**src/rtl/moore_seq_detector.sv**
```systemverilog
// Moore serial pattern detector: run-time loadable pattern, overlap mode and a saturating hit counter.
// Defining SEQ_DET_MASK_EN adds a don't-care mask that is loaded together with the pattern.
module moore_seq_detector #(
  parameter int unsigned      PAT_W    = 4,
  parameter logic [PAT_W-1:0] PAT_INIT = 4'b1011,
  parameter bit               OVERLAP  = 1'b1,
  parameter int unsigned      CNT_W    = 8
) (
  input  logic             clk,
  input  logic             reset,
  input  logic             in_valid,
  input  logic             in,
  input  logic             pattern_load,
  input  logic [PAT_W-1:0] pattern_in,
`ifdef SEQ_DET_MASK_EN
  input  logic [PAT_W-1:0] pattern_mask_in,
`endif
  input  logic             count_clr,
  output logic             out,
  output logic [CNT_W-1:0] match_count
);

  localparam int unsigned      FILL_W    = $clog2(PAT_W + 1);
  localparam logic [FILL_W-1:0] FILL_FULL = FILL_W'(PAT_W);
  localparam logic [CNT_W-1:0]  CNT_MAX   = '1;

  logic [PAT_W-1:0]  pat_q, pat_d;
  logic [PAT_W-1:0]  hist_q, hist_d;
  logic [FILL_W-1:0] fill_q, fill_d;
  logic              det_q, det_d;
  logic [CNT_W-1:0]  cnt_q, cnt_d;
  logic [PAT_W-1:0]  histShift;
  logic [FILL_W-1:0] fillInc;
  logic              patMatch;
  logic              hit;

`ifdef SEQ_DET_MASK_EN
  logic [PAT_W-1:0]  mask_q, mask_d;
`endif

  // A hit is judged on the history as it would look after taking this bit.
  always_comb begin
    histShift = {hist_q[PAT_W-2:0], in};
    fillInc   = (fill_q == FILL_FULL) ? fill_q : fill_q + FILL_W'(1);
`ifdef SEQ_DET_MASK_EN
    patMatch  = ((histShift ^ pat_q) & ~mask_q) == '0;
`else
    patMatch  = (histShift == pat_q);
`endif
    hit       = in_valid && !pattern_load && (fillInc == FILL_FULL) && patMatch;
  end

  always_comb begin
    pat_d  = pat_q;
    hist_d = hist_q;
    fill_d = fill_q;
    det_d  = det_q;
    cnt_d  = cnt_q;
`ifdef SEQ_DET_MASK_EN
    mask_d = mask_q;
`endif
    if (pattern_load) begin
      pat_d  = pattern_in;
      hist_d = '0;
      fill_d = '0;
      det_d  = 1'b0;
`ifdef SEQ_DET_MASK_EN
      mask_d = pattern_mask_in;
`endif
    end else if (in_valid) begin
      hist_d = histShift;
      fill_d = (hit && !OVERLAP) ? '0 : fillInc;
      det_d  = hit;
    end
    // Clear beats a simultaneous hit; otherwise count up and stick at all-ones.
    if (count_clr) begin
      cnt_d = '0;
    end else if (hit && (cnt_q != CNT_MAX)) begin
      cnt_d = cnt_q + CNT_W'(1);
    end
  end

  always_ff @(posedge clk or negedge reset) begin
    if (!reset) begin
      pat_q  <= PAT_INIT;
      hist_q <= '0;
      fill_q <= '0;
      det_q  <= 1'b0;
      cnt_q  <= '0;
    end else begin
      pat_q  <= pat_d;
      hist_q <= hist_d;
      fill_q <= fill_d;
      det_q  <= det_d;
      cnt_q  <= cnt_d;
    end
  end

`ifdef SEQ_DET_MASK_EN
  always_ff @(posedge clk or negedge reset) begin
    if (!reset) begin
      mask_q <= '0;
    end else begin
      mask_q <= mask_d;
    end
  end
`endif

  assign out         = det_q;
  assign match_count = cnt_q;

endmodule

```
**config.mk**
```make
export PLATFORM = sky130hd
export DESIGN_NAME = moore_seq_detector
export DESIGN_NICKNAME = d
export VERILOG_FILES = /design/src/rtl/moore_seq_detector.sv
export SDC_FILE = /design/constraint.sdc
export NUM_CORES = 1
export LEC_CHECK = 0
export ABC_AREA = 0
export CAP_MARGIN = 20
export CORE_UTILIZATION = 39
export DETAILED_ROUTE_END_ITERATION = 8
export PLACE_DENSITY = 0.7
export RECOVER_POWER = 50
export SLEW_MARGIN = 10
export SYNTH_ARGS = -nofsm -noshare
export SYNTH_HDL_FRONTEND = slang
export SYNTH_SLANG_ARGS = --single-unit
```
**constraint.sdc**
```tcl
create_clock -name clk -period 6.8 [get_ports clk]
set_input_delay 1.36 -clock clk [delete_from_list [all_inputs] [get_ports clk]]
set_output_delay 1.36 -clock clk [all_outputs]
set_load 0.01 [all_outputs]
```
Word-level counts from Yosys, hierarchy flattened
Index checks and enable logic that the tools add are counted.
{ "totals": {"register_bits": 19, "inputBits": 10, "out_inout_bits": 9, "word_cells": 27} }
{ "op_classes": {"addsub": 2, "eq_ne": 4, "muxes": 9, "reduce_logical": 7} }
{ "ops": {"columns": ["cell", "count"], "rows": [
  ["8-bit two-way mux", 2],
  ["3-bit two-way mux", 5],
  ["8-bit by 1-bit adder with 8-bit output, second input constant", 1],
  ["8-bit inequality test, second input constant", 1],
  ["3-bit equality test, second input constant", 2],
  ["4-bit equality test", 1],
  ["1-bit logical AND", 4],
  ["2-bit nonzero test", 2],
  ["3-bit by 1-bit adder with 3-bit output, second input constant", 1],
  ["1-bit two-way mux", 2],
  ["1-bit zero test", 1]
]} }

Depth between registers and ports, before layout
Gate-level depths: netlist (run 1).
{ "logic_depth": {"word_depth": 8, "depth_mapped": 8, "depth_no_buf": 7} }

Least setup slack after synthesis (run 1)
No wires, ideal clock.
{ "synth_path": {"kind": "input -> register", "start": "input port in_valid", "end": "register cnt_q[3] (netlist: match_count[3])", "setup_ps": 78, "t_arrival_ps": 2776, "required_time_ps": 6722, "path_slack_ps": 3946, "path_stages": 6, "path_buffers": 1, "cell_sequence": "clkbuf_1 -> nand2b_1 -> a311oi_2 -> nand3_2 -> or4_1 -> a21oi_1"} }
{ "synth_between": {"elab_chain_len": 5} }
{ "synth_lines": {"columns": ["item", "line", "text"], "rows": [
  ["from (decl)", "11", "input logic in_valid,"],
  ["1-bit logical AND (3 in series)", "50", "hit = in_valid && !pattern_load && (fillInc == FILL_FULL) && patMatch;"],
  ["1-bit logical AND", "78", "end else if (hit && (cnt_q != CNT_MAX)) begin"],
  ["2-bit nonzero test (no line)", null, null],
  ["to (signal assigned)", "95", "cnt_q <= cnt_d;"],
  ["to (decl)", "31", "logic [CNT_W-1:0] cnt_q, cnt_d;"]
]} }
No other way between the ends.
A chain may end at the register's enable or synchronous reset.

Worst setup path after layout (run 1)
{ "layout_path": {"start": "input port pattern_load", "end": "register cnt_q[3] (netlist: match_count[3])"} }
{ "layout_between": {"elab_chain_len": 6} }
{ "layout_lines": {"columns": ["item", "line", "text"], "rows": [
  ["from (decl)", "13", "input logic pattern_load,"],
  ["1-bit zero test", "50", null],
  ["1-bit logical AND (3 in series)", "50", null],
  ["1-bit logical AND", "78", null],
  ["2-bit nonzero test (no line)", null, null]
]} }
No other way between the ends.

==> results.yml, run 1 <==
run_status:
  outcome: "finished clean"
die:
  initial_core_util_pct: 41.13
  floorplan.io_pins: 19
  fp.dieArea_um2: 2796
  dieHeight_um: 52.88
  placementRows: 18
  core_region_area_um2: 2455
  die_width_um: 52.88
synthesis:
  syn_avg_cell_area_um2: 10.20
  synth_compound_area_share_pct: 11.90
  fraction_of_registers_with_async_set_or_reset_after_synthesis_pct: 100.0
  net_count_of_the_mapped_netlist: 112
  seq_area_frac_synth_pct: 47.46
  yosysWarningCount: 0
  mux_contribution_to_synthesized_area_pct: 8.426
  yosys-top-cells-area: "sky130_fd_sc_hd__dfrtp_1, sky130_fd_sc_hd__dfstp_2, sky130_fd_sc_hd__a21oi_1, sky130_fd_sc_hd__mux2_2, sky130_fd_sc_hd__mux2i_1"
  netlist.area_leader.share_pct: 39.65
  parity_gate_share_of_the_synthesized_area_counting_xor_and_xnor_cells_pct: 4.337
  share_of_synthesized_cell_area_in_full_adder_half_adder_and_majority_cells_pct: 3.717
  synth_top_family_by_area: "simple AND/OR/NAND/NOR gates"
  synth-simple-area-share_pct: 20.82
  yosys.cell_count.top_type: "sky130_fd_sc_hd__dfrtp_1"
  syn-instance-count: 99
  ys.flop_type: "sky130_fd_sc_hd__dfrtp_1"
  netlist_area_um2: 1010
  yosys.cell_types.count: 31
  synth.ff_latch_count: 19
  synth-edff-count: 0
  synth.largest_area_cell: "sky130_fd_sc_hd__dfrtp_1"
  synth_commonest_cells: "sky130_fd_sc_hd__dfrtp_1, sky130_fd_sc_hd__a21oi_1, sky130_fd_sc_hd__nand2_1"
clock_tree:
  clkLatencyLatePin_ns: 0.29
  clkSlewWorstSetupHoldPaths_ns: 0.11
  numCtsBuffers: 3
  ctsHoldBuffers: 0
  cts_tree: "built"
  cts_setup_buffers: 0
  tritoncts_num_sinks: 19
  ctsHtreeMaxLevel: 1
  clock_tree.buffer_depth: 2
  clock-root-buffer: "sky130_fd_sc_hd__clkbuf_4"
  cts_resized: 0
timing:
  clock_skew_ns: 0.002254
  worst_slew_margin_rel_pct: 26.01
  rsz_0062_raised_after_global_routing: "false"
  timing.final.max_slew_violations: 0
  finalCritPeriodShare_pct: 48.70
  final_period_minus_worst_setup_slack_ns: 3.311
  finalHoldViolations: 0
  actual_slew_at_the_worst_max_slew_pin_ns: 1.101
  setup_viol_count_final: 0
  clock.fmax_mhz: 302.0
  finalSetupTns_ns: 0
power:
  internal_power_uw: 154.1
  power.share.sequential_pct: 60.0
  comb_pwr_share_pct: 12.3
  total_switching_power_uw: 49.73
  p_sw_share_pct: 24.39
  power_density_nw_per_um2: 165.1
  share_clk_of_total_power_pct: 27.7
  ir_drop_uv: 86.67
  power.leakage_uw: 0.0004977
placement:
  post_detailed_placement_half_perimeter_wirelength_um: 1395
  placement.cell_area_um2: 1209
  globalplace.congestion: 0.7923
  placement.io_buffers: 18
final_layout:
  finalInstanceArea_um2: 1235
  final_layout_size_suffix_gt1_share_pct: 11.21
  finish.net_count: 130
  layout_overhead_on_the_synthesized_area_pct: 22.30
  postLayoutCoreUtil_pct: 50.31
  diodes: 0
global_routing:
  grt_start_max_net_pins: 20
  grt_overflow: 0
  grt_first_pass_wirelength_um: 3236
  vias_in_the_first_global_route: 787
  antenna_found_initial: 0
  grtUsageTotal_pct: 15.70
drt:
  wl_per_cell_um: 13.37
  detailedRoute.firstIterationViolations: 13
  detail_route.drc_violations: 0
  wirelength_routed_um: 1952
  routed-via-count: 814
  vias_per_cell: 5.575
  detailedRoute.firstPassIterationCount: 6
  drt.antenna.violating_nets: 0
worst_hold_path:
  whs_endpoint: "out"
  worst_hold_startpoint: "out"
  min_path_type: "flip-flop to flip-flop"
  hold_path_depth: 2
worst_setup_path:
  crit_type: "primary input to flip-flop"
  timing.critical_path.required_ns: 7.02
  startpoint_type_of_the_worst_setup_path: "primary input"
  path_max_fanout: 17
  ff2ff_setup_slack_ns: 4.30
  critical_path.reg2reg.startpoint: "fill_q[0]"
  regToRegEndpoint: "match_count[3]"
  timing.critical_path.arrival_ns: 3.53
  reg2regPathDepth: 7
  worstSetupEndpointType: "flip-flop"
job:
  number_of_maximum_capacitance_constraint_violations: 0
[worst max-delay path, cell delays in order]
cell and delay (ns):
sky130_fd_sc_hd__clkdlybuf4s50_1 0.63, sky130_fd_sc_hd__nand2b_1 0.27, sky130_fd_sc_hd__a311oi_2 0.26, sky130_fd_sc_hd__nand3_2 0.28, sky130_fd_sc_hd__or4_1 0.57, sky130_fd_sc_hd__a21oi_1 0.15
[power groups by stage]
stage | logic [µW] | registers [µW] | clock network [µW]
detailed placement | 25.8 | 125 | 0
floorplan | 15.5 | 124 | 0
global route | 28.3 | 123 | 62.8
global placement | 24.8 | 124 | 0
CTS | 26.0 | 122 | 58.0
finish | 25.1 | 122 | 56.5
[area by class of cell]
| class | instances | area, µm² |
|---|---|---|
| Fill cell | 242 | 1220 |
| Tap cell | 30 | 37.54 |
| Multi-Input combinational cell | 71 | 496.7 |
| Timing Repair Buffer | 18 | 180.2 |
| Inverter | 4 | 15.01 |
| Sequential cell | 19 | 479.2 |
| Clock buffer | 4 | 26.28 |
[per-layer routing]
layer,global-route usage [%],share of wire (%),vias to the layer above
met3,2.874,4.1,2
met4,5.263,0.61,0
met2,27.64,48,25
li1,-,-,399
met5,0,0,-
met1,19.00,47,388
[placed cells by master (no fill, tap or decap)]
master                            count
sky130_fd_sc_hd__a21oi_1             10
sky130_fd_sc_hd__a311oi_2             1
sky130_fd_sc_hd__and3_1               1
sky130_fd_sc_hd__and4_1               1
sky130_fd_sc_hd__and4b_1              1
sky130_fd_sc_hd__clkbuf_1             1
sky130_fd_sc_hd__clkbuf_4             3
sky130_fd_sc_hd__clkdlybuf4s50_1     16
sky130_fd_sc_hd__dfrtp_1             16
sky130_fd_sc_hd__dfstp_2              3
sky130_fd_sc_hd__dlygate4sd3_1        2
sky130_fd_sc_hd__ha_1                 3
sky130_fd_sc_hd__inv_1                4
sky130_fd_sc_hd__mux2_2               4
sky130_fd_sc_hd__mux2i_1              4
sky130_fd_sc_hd__nand2_1              7
sky130_fd_sc_hd__nand2b_1             2
sky130_fd_sc_hd__nand3_1              4
sky130_fd_sc_hd__nand3_2              1
sky130_fd_sc_hd__nand4_1              1
sky130_fd_sc_hd__nor2_1               5
sky130_fd_sc_hd__nor3_1               3
sky130_fd_sc_hd__nor4_1               2
sky130_fd_sc_hd__o21a_1               1
sky130_fd_sc_hd__o21ai_0              2
sky130_fd_sc_hd__o31ai_1              5
sky130_fd_sc_hd__or3_1                1
sky130_fd_sc_hd__or3b_1               1
sky130_fd_sc_hd__or3b_2               1
sky130_fd_sc_hd__or4_1                4
sky130_fd_sc_hd__or4b_1               1
sky130_fd_sc_hd__xnor2_1              1
sky130_fd_sc_hd__xor2_1               4
[flip-flops by register name (all words and copies together) (netlist names)]
| signal | flops |
|---|---|
| match_count | 8 |
| hist_q | 3 |
| fill_q | 3 |
| out | 1 |
| pat_q | 4 |
[metrics by stage]
stage | setup WS (ns) | power [µW] | instances | hold WS, ns
5_1_grt | 3.319 | 214.0 | 146 | 0.5678
4_1_cts | 3.476 | 206.5 | 146 | 0.5101
3_5_place_dp | 3.163 | 150.4 | 142 | 0.4847
6_report | 3.489 | 203.9 | 146 | 0.5032
3_3_place_gp | 3.232 | 149.2 | 142 | 0.4903
2_1_floorplan | 3.946 | 139.1 | 99 | 0.5011
[worst max-delay path by stage]
stage                       startpoint        endpoint  slack (ns)  cells after the start
after floorplan               in_valid  match_count[3]        3.95                      6
after global placement    pattern_load  match_count[3]        3.23                      6
after detailed placement  pattern_load  match_count[5]        3.16                      6
after CTS                 pattern_load  match_count[3]        3.48                      6
after global routing      pattern_load  match_count[4]        3.32                      6
final                     pattern_load  match_count[3]        3.49                      6
[cells by family (layout without fill, tap and decap cells)]
family / count (synthesis) / after routing
flops: 19 / 19
mux: 8 / 8
simple gates: 36 / 36
fa+ha+maj: 3 / 3
xor+xnor: 5 / 5
buf+inv: 9 / 26
compound gates: 19 / 19
(Power assumes the default switching activity.)
==> inputs of run 2 (changes only) <==
==> constraint.sdc (replaced) <==
create_clock -name clk -period 3.1 [get_ports clk]
set_input_delay 0.62 -clock clk [delete_from_list [all_inputs] [get_ports clk]]
set_output_delay 0.62 -clock clk [all_outputs]
set_load 0.01 [all_outputs]
==> run 2 against run 1 <==
Against the previous run:
- non-clock buffer count rose by 3
- critical path depth is 1 higher
- final area is 1.3% higher
- routed wire length up 0.15%
- largest power group unchanged
==> results.yml, run 2 (synthesized netlist as in run 1, its figures left out) <==
drt:
  drt.antenna.violating_nets: 0
  wl_per_cell_um: 13.12
  detailroute.wirelength.met2_um: 901
  met1Wirelength_um: 952
  wl_met3_um: 87
  detailedRoute.firstPassIterationCount: 4
  routed.top_layer: "met4"
  routed-via-count: 822
  detail_route.drc_violations: 0
  wirelength_routed_um: 1955
  vias_per_cell: 5.517
  detailedRoute.firstIterationViolations: 14
power:
  power.leakage_uw: 0.0005085
  ir_drop_uv: 271.3
  power.share.sequential_pct: 59.4
  power_density_nw_per_um2: 360.5
  internal_power_uw: 336.5
  p_sw_share_pct: 25.41
  comb_pwr_share_pct: 12.3
  share_clk_of_total_power_pct: 28.2
  total_switching_power_uw: 114.6
  total_power_uw: 451.1
worst_setup_path:
  cpMaxStageDelayCell: "sky130_fd_sc_hd__or4_1"
  worstSetupEndpointType: "flip-flop"
  timing.critical_path.arrival_ns: 2.79
  critical_path.reg2reg.startpoint: "fill_q[0]"
  cp_top_family: "simple AND/OR/NAND/NOR gates"
  worst_path_cell_trace: "inv_1, ha_1, or3b_1, a311oi_2, nand3_2, or4_1, a21oi_1"
  crit_type: "flip-flop to flip-flop"
  regToRegEndpoint: "match_count[5]"
  ff2ff_setup_slack_ns: 0.55
  timing.critical_path.required_ns: 3.33
  path_max_fanout: 17
  cp_slowest_stage_delay_ns: 0.58
  reg2regPathDepth: 7
  startpoint_type_of_the_worst_setup_path: "flip-flop"
  worst-path-buf-inv: 1
final_layout:
  layout_overhead_on_the_synthesized_area_pct: 23.92
  final_common_cell: "sky130_fd_sc_hd__dfrtp_1"
  largest_register_ffs: 8
  diodes: 0
  final_layout_size_suffix_gt1_share_pct: 12.61
  finish.net_count: 133
  fin_cells: 149
  most-common-layout-cells: "sky130_fd_sc_hd__dfrtp_1, sky130_fd_sc_hd__clkdlybuf4s50_1, sky130_fd_sc_hd__a21oi_1"
placement:
  post_detailed_placement_half_perimeter_wirelength_um: 1423
  globalplace.congestion: 0.7804
  placedCellCount: 145
  placement.io_buffers: 18
  dpl_worst_slack_ns: 0.4152
worst_hold_path:
  worst_hold_startpoint: "out"
  whs_endpoint: "out"
  hold_path_depth: 2
  min_path_type: "flip-flop to flip-flop"
global_routing:
  grt_first_pass_wirelength_um: 3339
  grt_overflow: 0
  grtUsageTotal_pct: 16.53
  antenna_found_initial: 0
  vias_in_the_first_global_route: 794
  grt_start_max_net_pins: 20
clock_tree:
  cts_setup_buffers: 0
  cts_tree: "built"
  tritoncts_num_sinks: 19
  clock-root-buffer: "sky130_fd_sc_hd__clkbuf_4"
  clock_tree.buffer_depth: 2
  ctsHoldBuffers: 0
  clkSlewWorstSetupHoldPaths_ns: 0.11
  cts_resized: 0
  ctsHtreeMaxLevel: 1
  clkLatencyLatePin_ns: 0.30
  numCtsBuffers: 3
timing:
  fin_ws_ns: 0.5453
  finalHoldViolations: 0
  rsz_0062_raised_after_global_routing: "false"
  final_period_minus_worst_setup_slack_ns: 2.555
  finalCritPeriodShare_pct: 82.41
  actual_slew_at_the_worst_max_slew_pin_ns: 0.8153
  worst_slew_margin_rel_pct: 45.47
  setup_viol_count_final: 0
  clock_skew_ns: 0.001309
  clock.fmax_mhz: 391.4
  timing.final.max_slew_violations: 0
  finalSetupTns_ns: 0
run_status:
  outcome: "finished clean"
die:
  placementRows: 18
  core_region_area_um2: 2455
  die_width_um: 52.88
  dieHeight_um: 52.88
  initial_core_util_pct: 41.13
  floorplan.io_pins: 19
  fp.dieArea_um2: 2796
job:
  number_of_maximum_capacitance_constraint_violations: 0
run 2: cell types whose count changed in the layout (fill, tap and decap cells not counted):
cell | previous run | this run
sky130_fd_sc_hd__clkbuf_1 | 1 | 2
sky130_fd_sc_hd__clkinv_2 | 0 | 1
sky130_fd_sc_hd__buf_4 | 0 | 1
sky130_fd_sc_hd__dlygate4sd3_1 | 2 | 3
sky130_fd_sc_hd__clkdlybuf4s50_1 | 16 | 15
run 2: power groups by stage:
stage	clock network (µW)	logic [µW]	registers [µW]
after global placement	0	56.7	272
after global routing	144	62.7	270
after detailed placement	0	58.8	273
after floorplan	0	34.0	271
after CTS	136	59.1	268
final	127	55.7	268
run 2: worst max path at each step:
stage                          from        endpoint  slack, ns  cells after the start
final                     fill_q[0]  match_count[5]       0.55                      7
after global routing      fill_q[0]  match_count[5]       0.38                      7
after detailed placement         in  match_count[4]       0.42                      6
after CTS                 fill_q[0]  match_count[5]       0.55                      7
after global placement           in  match_count[5]       0.46                      6
after floorplan           fill_q[0]  match_count[3]       0.94                      7
run 2: metrics by stage:
stage | instance area (µm²) | utilization (%) | hold WS (ns)
final | 1251 | 50.97 | 0.5009
after floorplan | 1010 | - | 0.3244
after global routing | 1251 | 50.97 | 0.5592
after CTS | 1259 | 51.27 | 0.5081
after detailed placement | 1231 | 50.15 | 0.4801
after global placement | 1231 | 50.15 | 0.4874
run 2: layer usage:
layer / GRT usage (%) / vias up
li1: - / 401
met1: 21.16 / 403
met2: 27.64 / 16
met3: 4.310 / 2
met4: 3.947 / 0
met5: 0 / -
run 2: final cells by class:
type	instances	area (µm²)
Inverter	4	15.01
Sequential cell	19	479.2
Tap cell	30	37.54
Multi-Input combinational cell	71	496.7
Timing Repair Buffer	21	195.2
Clock buffer	3	22.52
Clock inverter	1	5.005
Fill cell	247	1204
run 2: worst register-to-register path, cell delays in order, from the launching register on:
cell	delay (ns)
sky130_fd_sc_hd__dfrtp_1	0.42
sky130_fd_sc_hd__inv_1	0.09
sky130_fd_sc_hd__ha_1	0.24
sky130_fd_sc_hd__or3b_1	0.40
sky130_fd_sc_hd__a311oi_2	0.30
sky130_fd_sc_hd__nand3_2	0.30
sky130_fd_sc_hd__or4_1	0.59
sky130_fd_sc_hd__a21oi_1	0.15
